### src/rtl/singlecycle_pkg.sv
// Shared types and constants for the LSU bus arbiter.
//   arb_state_e  : arbiter FSM state (IDLE = free to grant, LOCKED = waiting for READY)
//   BUS_ERR_DATA : load data returned to a master whose transaction timed out
package singlecycle_pkg;

    typedef enum logic {
        ARB_IDLE   = 1'b0,
        ARB_LOCKED = 1'b1
    } arb_state_e;

    localparam logic [31:0] BUS_ERR_DATA = 32'hDEAD_BEEF;

endpackage

### src/rtl/rr_pick.sv
// Round-robin picker, purely combinational.
// Ports:
//   req     in   N        request vector
//   ptr     in   clog2(N) index of the highest-priority requester
//   gnt_oh  out  N        one-hot winner (zero when no request)
//   gnt_idx out  clog2(N) binary index of the winner (zero when no request)
//   any     out  1        at least one request present
module rr_pick #(
    parameter int N = 2
) (
    input  logic [N-1:0]         req,
    input  logic [$clog2(N)-1:0] ptr,
    output logic [N-1:0]         gnt_oh,
    output logic [$clog2(N)-1:0] gnt_idx,
    output logic                 any
);

    localparam int PW = $clog2(N);
    localparam logic [2*N-1:0] ONE = {{(2*N-1){1'b0}}, 1'b1};

    logic [2*N-1:0] dbl;
    logic [2*N-1:0] mask;
    logic [2*N-1:0] masked;
    logic [2*N-1:0] lowest;

    // The request vector is duplicated so that masking off everything below
    // ptr still leaves the wrapped-around requesters visible in the upper
    // copy. Isolating the lowest set bit then yields the round-robin winner.
    assign dbl    = {req, req};
    assign mask   = {(2*N){1'b1}} << ptr;
    assign masked = dbl & mask;
    assign lowest = masked & (~masked + ONE);
    assign gnt_oh = lowest[N-1:0] | lowest[2*N-1:N];
    assign any    = |req;

    always_comb begin
        gnt_idx = '0;
        for (int i = 0; i < N; i++) begin
            if (gnt_oh[i]) gnt_idx = PW'(i);
        end
    end

endmodule

### src/rtl/lsu_bus_arbiter.sv
// Shares the single LSU VALID/READY port between N_REQ masters.
// Round-robin grant, held until the LSU returns READY; a watchdog forces a
// bus error on transactions that never complete.
// Ports:
//   i_clk, i_rst_n                clock, asynchronous active-low reset
//   i_req_valid/addr/wdata/strb/wren   per-master request payload (master k at slice k)
//   o_req_ready, o_req_err        one-hot READY / bus error back to the masters
//   o_req_rdata                   load data, shared by all masters
//   o_VALID, o_lsu_addr, o_st_data, o_st_strb, o_lsu_wren   request to the lsu
//   i_READY, i_ld_data            response from the lsu
//   o_busy                        high while a grant is locked
//
// Handshake: a transfer happens when a master's VALID and its READY are both
// high in the same cycle; masters hold VALID and payload stable until then.
module lsu_bus_arbiter
    import singlecycle_pkg::*;
#(
    parameter int N_REQ       = 2,
    parameter int TIMEOUT_CYC = 64
) (
    input  logic                  i_clk,
    input  logic                  i_rst_n,
    input  logic [N_REQ-1:0]      i_req_valid,
    input  logic [N_REQ*32-1:0]   i_req_addr,
    input  logic [N_REQ*32-1:0]   i_req_wdata,
    input  logic [N_REQ*4-1:0]    i_req_strb,
    input  logic [N_REQ-1:0]      i_req_wren,
    output logic [N_REQ-1:0]      o_req_ready,
    output logic [N_REQ-1:0]      o_req_err,
    output logic [31:0]           o_req_rdata,
    output logic                  o_VALID,
    output logic [31:0]           o_lsu_addr,
    output logic [31:0]           o_st_data,
    output logic [3:0]            o_st_strb,
    output logic                  o_lsu_wren,
    input  logic                  i_READY,
    input  logic [31:0]           i_ld_data,
    output logic                  o_busy
);

    localparam int PW   = $clog2(N_REQ);
    localparam int WD_W = (TIMEOUT_CYC > 0) ? $clog2(TIMEOUT_CYC + 1) : 1;

    arb_state_e        state;
    logic [PW-1:0]     rr_ptr;
    logic [PW-1:0]     gnt;
    logic [WD_W-1:0]   wd_cnt;

    logic [N_REQ-1:0]  win_oh;
    logic [PW-1:0]     win_idx;
    logic              win_any;
    logic [N_REQ-1:0]  gnt_oh;
    logic              gnt_valid;
    logic              timeout_hit;

    logic [N_REQ-1:0]  sel_oh;   // master whose payload reaches the lsu
    logic [N_REQ-1:0]  done_oh;  // master completing this cycle
    logic [N_REQ-1:0]  err_oh;   // master completing with a bus error

    function automatic logic [PW-1:0] next_ptr(input logic [PW-1:0] p);
        return (p == PW'(N_REQ - 1)) ? '0 : p + 1'b1;
    endfunction

    rr_pick #(.N(N_REQ)) u_pick (
        .req     (i_req_valid),
        .ptr     (rr_ptr),
        .gnt_oh  (win_oh),
        .gnt_idx (win_idx),
        .any     (win_any)
    );

    always_comb begin
        gnt_oh = '0;
        for (int k = 0; k < N_REQ; k++) begin
            gnt_oh[k] = (gnt == PW'(k));
        end
    end

    assign gnt_valid   = |(i_req_valid & gnt_oh);
    assign timeout_hit = (TIMEOUT_CYC != 0) && (wd_cnt == WD_W'(TIMEOUT_CYC));

    // Selection is gated by i_rst_n so every output drops to zero the moment
    // reset is asserted, even while masters keep VALID high.
    always_comb begin
        sel_oh  = '0;
        done_oh = '0;
        err_oh  = '0;
        if (i_rst_n) begin
            if (state == ARB_IDLE) begin
                sel_oh = win_oh;
                if (i_READY) done_oh = win_oh;
            end else if (gnt_valid) begin
                // READY takes precedence over a coinciding timeout.
                if (i_READY) begin
                    sel_oh  = gnt_oh;
                    done_oh = gnt_oh;
                end else if (timeout_hit) begin
                    // o_VALID stays low so no write can commit.
                    done_oh = gnt_oh;
                    err_oh  = gnt_oh;
                end else begin
                    sel_oh = gnt_oh;
                end
            end
        end
    end

    // AND-OR payload mux on the one-hot select.
    always_comb begin
        o_lsu_addr = '0;
        o_st_data  = '0;
        o_st_strb  = '0;
        o_lsu_wren = 1'b0;
        for (int k = 0; k < N_REQ; k++) begin
            o_lsu_addr = o_lsu_addr | ({32{sel_oh[k]}} & i_req_addr[32*k +: 32]);
            o_st_data  = o_st_data  | ({32{sel_oh[k]}} & i_req_wdata[32*k +: 32]);
            o_st_strb  = o_st_strb  | ({4{sel_oh[k]}}  & i_req_strb[4*k +: 4]);
            o_lsu_wren = o_lsu_wren | (sel_oh[k] & i_req_wren[k]);
        end
    end

    assign o_VALID     = |sel_oh;
    assign o_req_ready = done_oh;
    assign o_req_err   = err_oh;
    assign o_req_rdata = (|err_oh)  ? BUS_ERR_DATA :
                         (|done_oh) ? i_ld_data    : 32'h0;
    assign o_busy      = (state == ARB_LOCKED);

    always_ff @(posedge i_clk or negedge i_rst_n) begin
        if (!i_rst_n) begin
            state  <= ARB_IDLE;
            rr_ptr <= '0;
            gnt    <= '0;
            wd_cnt <= '0;
        end else begin
            case (state)
                ARB_IDLE: begin
                    if (win_any) begin
                        if (i_READY) begin
                            rr_ptr <= next_ptr(win_idx);
                        end else begin
                            gnt    <= win_idx;
                            wd_cnt <= WD_W'(1);
                            state  <= ARB_LOCKED;
                        end
                    end
                end
                ARB_LOCKED: begin
                    if (!gnt_valid) begin
                        // Master abandoned its request: release without
                        // advancing the pointer.
                        wd_cnt <= '0;
                        state  <= ARB_IDLE;
                    end else if (i_READY || timeout_hit) begin
                        rr_ptr <= next_ptr(gnt);
                        wd_cnt <= '0;
                        state  <= ARB_IDLE;
                    end else if (wd_cnt != '1) begin
                        wd_cnt <= wd_cnt + 1'b1;
                    end
                end
                default: state <= ARB_IDLE;
            endcase
        end
    end

endmodule

### config.mk
export PLATFORM = sky130hd
export DESIGN_NAME = lsu_bus_arbiter
export DESIGN_NICKNAME = d
export VERILOG_FILES = /design/src/rtl/singlecycle_pkg.sv /design/src/rtl/rr_pick.sv /design/src/rtl/lsu_bus_arbiter.sv
export SDC_FILE = /design/constraint.sdc
export NUM_CORES = 1
export LEC_CHECK = 0
export CORE_AREA = 10 10 102 104
export CTS_CLUSTER_SIZE = 10
export DETAILED_ROUTE_END_ITERATION = 12
export DIE_AREA = 0 0 112 114
export HOLD_SLACK_MARGIN = 0.1
export PLACE_DENSITY = 0.81
export SETUP_SLACK_MARGIN = 0.3
export SYNTH_ARGS = -nofsm -noshare
export SYNTH_HDL_FRONTEND = slang
export SYNTH_SLANG_ARGS = --single-unit
### constraint.sdc
create_clock -name i_clk -period 7.6 [get_ports i_clk]
set_input_delay 2.28 -clock i_clk [delete_from_list [all_inputs] [get_ports i_clk]]
set_output_delay 2.28 -clock i_clk [all_outputs]
set_load 0.005 [all_outputs]
## Word-level counts from Yosys, hierarchy flattened

Index checks and enable logic that the tools add are counted.
Widths: inputs -> output; s select.

| operators by class | value |
|---|---|
| add/subtract/negate cells | 4 |
| $mul | 0 |
| divide/modulo/power cells | 0 |
| magnitude comparators | 0 |
| eq/ne operators | 8 |
| shift-type cells | 1 |
| multiplexer cells | 36 |
| bitwise logic cells | 20 |
| reduce and logical (&&, ||, !) cells | 9 |

Operator list:

| kind | count |
|---|---|
| $and 32x32->32 | 4 |
| $mux 32 | 2 |
| $or 32x32->32 | 2 |
| $mux 7 | 5 |
| $mux 2 | 15 |
| $and 4x4->4 | 4 |
| $pmux 7 s2 | 1 |
| $mux 1 | 11 |
| $reduce_or 2->1 | 5 |
| $add 7x1->7 const B | 1 |
| $eq 7x7->1 const B | 1 |
| $ne 7x7->1 const B | 1 |
| $ne 2x1->1 const B | 3 |
| $reduce_and 3->1 | 2 |
| $add 4x1->4 const B | 1 |
| $ne 2x2->1 const B | 2 |
| $ne 4x2->1 const B | 1 |
| $not 4->4 | 1 |
| $or 4x4->4 | 1 |
| $pmux 1 s2 | 2 |
| $reduce_and 4->1 | 1 |
| $shl 4x1->4 const A | 1 |
| $not 1->1 | 3 |
| $add 1x1->1 const B | 2 |
| 5 further kinds | 6 |

| storage, ports and cells | value |
|---|---|
| register bits | 10 |
| bits in latches | 0 |
| RAM bits | 0 |
| ROM bits | 0 |
| input bits | 175 |
| output and inout port bits | 107 |
| word-level logic and storage cells | 82 |
| memories kept | 0 |

## Depth between registers and ports, before layout

| depth | value |
|---|---|
| depth in word-level cells | 12 |
| gate-level depth with buffers | 8 |
| mapped depth without buffers | 6 |

## Hierarchy

From an unflattened synthesis, not the netlist that was laid out.

| second synthesis, totals | value |
|---|---|
| cells, all modules | 378 |
| area total of the unflattened synthesis | 2,817.7 um2 |

By module, submodules not included:

| module | instances | cells an instance | area an instance (um2) | seq. area each (um2) |
|---|---|---|---|---|
| lsu_bus_arbiter | 1 | 373 | 2,785.2 | 250.2 |
| rr_pick | 1 | 5 | 32.5 | 0.0 |

## Least setup slack after synthesis

No wires, ideal clock.

| path | value |
|---|---|
| path kind | input-to-output |
| start point | input i_READY |
| end point | output o_lsu_addr[10] |
| arrival | 3,410 ps |
| data required time | 5,320 ps |
| setup slack | 1,910 ps |
| stages on the path | 6 |
| path buffers | 2 |
| cell sequence | buf_2 > or3_1 > o21ai_1 > a211oi_2 > buf_2 > a22o_1 |

| on the way | value |
|---|---|
| word-level cells in the longest chain between the ends | 6 |
| elaborated cells on any way between the ends | 7 |
| those cells by class | mux: 4; bitwise: 3 |

Ends and longest elaborated chain:

| element | line | source |
|---|---|---|
| from (decl) | lsu_bus_arbiter.sv:36 | `input logic i_READY,` |
| $mux 2 (*) | lsu_bus_arbiter.sv:94 | `if (i_READY) begin` |
| $mux 2 (*) | lsu_bus_arbiter.sv:92 | `end else if (gnt_valid) begin` |
| $mux 2 (*) | lsu_bus_arbiter.sv:89 | `if (state == ARB_IDLE) begin` |
| $mux 2 (*) | lsu_bus_arbiter.sv:88 | `if (i_rst_n) begin` |
| $and 32x32->32 | lsu_bus_arbiter.sv:115 | `o_lsu_addr = o_lsu_addr \| ({32{sel_oh[k]}} & i_req_addr[32*k +: 32]);` |
| $or 32x32->32 (*) | lsu_bus_arbiter.sv:115 |  |
| to (decl) | lsu_bus_arbiter.sv:32 | `output logic [31:0] o_lsu_addr,` |

Every way passes the cells marked *; elsewhere a longest branch is shown, timed or not.

## Worst setup path in the final report

| path | value |
|---|---|
| start point | input i_req_valid[1] |
| end point | output o_st_data[16] |

| on the way | value |
|---|---|
| word-level cells in the longest chain between the ends | 9 |
| elaborated cells on any way between the ends | 13 |
| those cells by class | add/sub: 1; mux: 3; bitwise: 8; reduce/logical: 1 |

Ends and longest elaborated chain:

| element | line | source |
|---|---|---|
| from (decl) | lsu_bus_arbiter.sv:23 | `input logic [N_REQ-1:0] i_req_valid,` |
| $and 4x4->4 | rr_pick.sv:31 | `assign masked = dbl & mask;` |
| $not 4->4 | rr_pick.sv:32 | `assign lowest = masked & (~masked + ONE);` |
| $add 4x1->4 | rr_pick.sv:32 |  |
| $and 4x4->4 | rr_pick.sv:32 |  |
| $or 2x2->2 | rr_pick.sv:33 | `assign gnt_oh = lowest[N-1:0] \| lowest[2*N-1:N];` |
| $mux 2 (*) | lsu_bus_arbiter.sv:89 |  |
| $mux 2 (*) | lsu_bus_arbiter.sv:88 |  |
| $and 32x32->32 | lsu_bus_arbiter.sv:116 | `o_st_data = o_st_data \| ({32{sel_oh[k]}} & i_req_wdata[32*k +: 32]);` |
| $or 32x32->32 (*) | lsu_bus_arbiter.sv:116 |  |
| to (decl) | lsu_bus_arbiter.sv:33 | `output logic [31:0] o_st_data,` |

Marks and branches as above.

==> results.toml <==
[critical_path]
required_ns = 5.32
worstSetupEndpointType = "primary output"
critPathKind = "in2out"
cp.arrival_ns = 4.74
worstSetupStartpoint = "i_req_valid[1]"
rr_endpoint = "wd_cnt[3]"
startpoint_type = "input port"
r2r_start = "o_busy"
cp_max_fo = 70
worstRegToRegCells = 5
r2r_setup_slack_ns = 5.45

[route]
drt_iter0_markers = 223
ant_nets = 0
drtPass1Iterations = 4
wl_per_cell_um = 23.86
num_vias = 3032
via_per_inst = 5.062
routed_wl_um = 14290
drc = 0

[die]
die_w_um = 112
die-area_sq_um = 12770
rows = 34
fp.coreArea_sq_um = 8466
die_h_um = 114
initial_core_util = 0.2077
num_io_pins = 282

[timing]
period_needed_ns = 7.021
slew_headroom = 0.3946
fmaxAchievable_ghz = 0.1424
holdWs_ns = 0.5940
drv_slew = 0
grt_setup_unrepaired = "false"
tightest_slew_ns = 0.8997
fin_crit_sh = 0.9238
setup_viol = 0
finalHoldViolCount = 0
clock_skew_ns = 0.0007569
finalSetupTns_ns = 0

[logic_synthesis]
ys_async_sr_fraction = 1.000
yosys-top-cells-area = "a22o_1 34%, dfrtp_1 14%, a21o_1 10%"
synth_flop_cell = "dfrtp_1"
synth_largest_area_cell = "a22o_1"
seq_area_frac_synth = 0.1423
yosysWarningCount = 0
synth_area_per_cell_sq_um = 7.778
ys_top_cells_by_count = "69 x a22o_1, 24 x a21o_1, 22 x buf_2"
synth.most_common_cell = "a22o_1"
netlist_area_sq_um = 1758
ys_seq_elements = 10
synth_top_area_frac = 0.3438
synthCells = 226
synth_edf_count = 0
syn_nets = 403
synth.distinct_cells = 36

[global_route]
grt_max_degree = 71
grt-ovfl-total = 0
grt.total_usage = 0.2021
grt_pass1_wl_um = 20570
grt_pass1_vias = 3047
antenna_found_initial = 0

[placed_design]
portBuffers = 281
gp_congestion = 1.030
hpwl_um = 12170

[cells_and_area]
diodes = 0
fillers = 784
area_growth_pct = 167.3
drive_above_1_share = 0.03462
nets = 669

[clocking]
path_clk_slew_ns = 0.05
cts_tree = "yes"
cts.sinks = 10
cts_resized = 0
htree_levels = 1
postCtsHoldBufs = 0
clockBufferDepth = 2
root_buffer = "clkbuf_8"
clk_latency_ns = 0.24
cts_buffers = 3
post_cts_buffers = 0

[power]
seqPwrFrac = 0.142
swShare = 0.3314
power.switching_w = 0.0001721
p_per_area_nw_per_um2 = 110.5
combPwrFrac = 0.728
vdd_drop_max_mv = 0.1106
p_leak_nw = 1.972
p_int_w = 0.0003471
clock_power_share = 0.130
report.power.total_w = 0.0005192

[hold_path]
holdPathStages = 2
hold_path.class = "reg2reg"
min_from = "wd_cnt[6]"
min_to = "wd_cnt[6]"

[run]
cap_violations = 0

[run_status]
status = "complete, no violations"
registers in the layout, summed over array words and instances, names as in the netlist:
name	cells
gnt	1
o_busy	1
rr_ptr	1
wd_cnt	7
final cells by class:
class                           instances  area (sq um)  share of cell area
Tap cell                              108         135.1             0.02876
Timing Repair Buffer                  287          2883              0.6136
Clock buffer                            4         55.05             0.01172
Multi-Input combinational cell        183          1349              0.2871
Inverter                                7         26.28            0.005593
Sequential cell                        10         250.2             0.05326
how the worst max path moves through the flow:
| stage | end | cells past startpoint |
|---|---|---|
| final | o_st_data[16] | 7 |
| after global routing | o_st_data[5] | 7 |
| after CTS | o_st_data[16] | 7 |
| after detailed placement | o_st_data[16] | 7 |
| after global placement | o_st_data[16] | 7 |
| after floorplan | o_lsu_addr[10] | 6 |
cells in the final DEF, fill, tap and decap left out, types with 2 or more instances in the layout:
| cell | netlist | routed |
|---|---|---|
| clkbuf_8 | 0 | 4 |
| inv_1 | 6 | 6 |
| ha_1 | 2 | 2 |
| and3_1 | 9 | 9 |
| o21ai_1 | 4 | 4 |
| a21o_1 | 24 | 24 |
| o21ai_0 | 6 | 6 |
| or3_1 | 2 | 2 |
| nor2_1 | 11 | 11 |
| dfrtp_1 | 10 | 10 |
| nor3_1 | 2 | 2 |
| or4_1 | 3 | 3 |
| o2111ai_1 | 2 | 2 |
| buf_4 | 0 | 4 |
| nand3_1 | 7 | 7 |
| a21oi_1 | 14 | 12 |
| nand2_1 | 6 | 6 |
| a22o_1 | 69 | 69 |
| buf_12 | 0 | 2 |
| nand2b_1 | 3 | 3 |
| clkdlybuf4s50_1 | 0 | 281 |
| o31ai_1 | 4 | 4 |
per-layer routing:
layer	vias to the layer above	wire, um	share of wire	track usage
met1	1452	5149	0.36	0.2225
met5	-	0	0	0
met4	0	329	0.023	0.04992
met2	138	7748	0.54	0.3819
li1	1428	-	-	-
met3	14	1065	0.075	0.04567
power groups by stage:
stage | combinational [W] | sequential (W) | clock (W)
finish | 0.000378 | 0.0000735 | 0.0000677
global route | 0.000402 | 0.0000749 | 0.0000718
CTS | 0.000382 | 0.0000732 | 0.0000687
detailed placement | 0.000379 | 0.0000740 | 0
global placement | 0.000373 | 0.0000733 | 0
floorplan | 0.000137 | 0.0000670 | 0
worst max-delay path, cell delays in order:
cell and delay [ns]:
clkdlybuf4s50_1 0.72, and2_1 0.21, o21ai_1 0.11, a211oi_4 0.29, buf_12 0.31, a22o_1 0.23, clkdlybuf4s50_1 0.57
cells by family (layout without fill, tap and decap cells):
logic type      Yosys count  after routing  synth area share
compound gates          129            129            0.5708
fa+ha+maj                 2              2           0.01423
buf+inv                  33            298            0.1032
mux                       1              1          0.007827
flops                    10             10            0.1423
simple gates             51             51            0.1616
per-stage QoR:
stage | worst slack [ns] | std cells | utilization | cell area (sq um)
after floorplan | 1.910 | 226 | - | 1758
final | 0.5789 | 599 | 0.5550 | 4698
after detailed placement | 0.5377 | 595 | 0.5485 | 4643
after global placement | 0.6094 | 595 | 0.5485 | 4643
after global routing | 0.4713 | 599 | 0.5550 | 4698
after CTS | 0.5480 | 599 | 0.5550 | 4698
No activity file was read; power rests on OpenSTA's default activity.
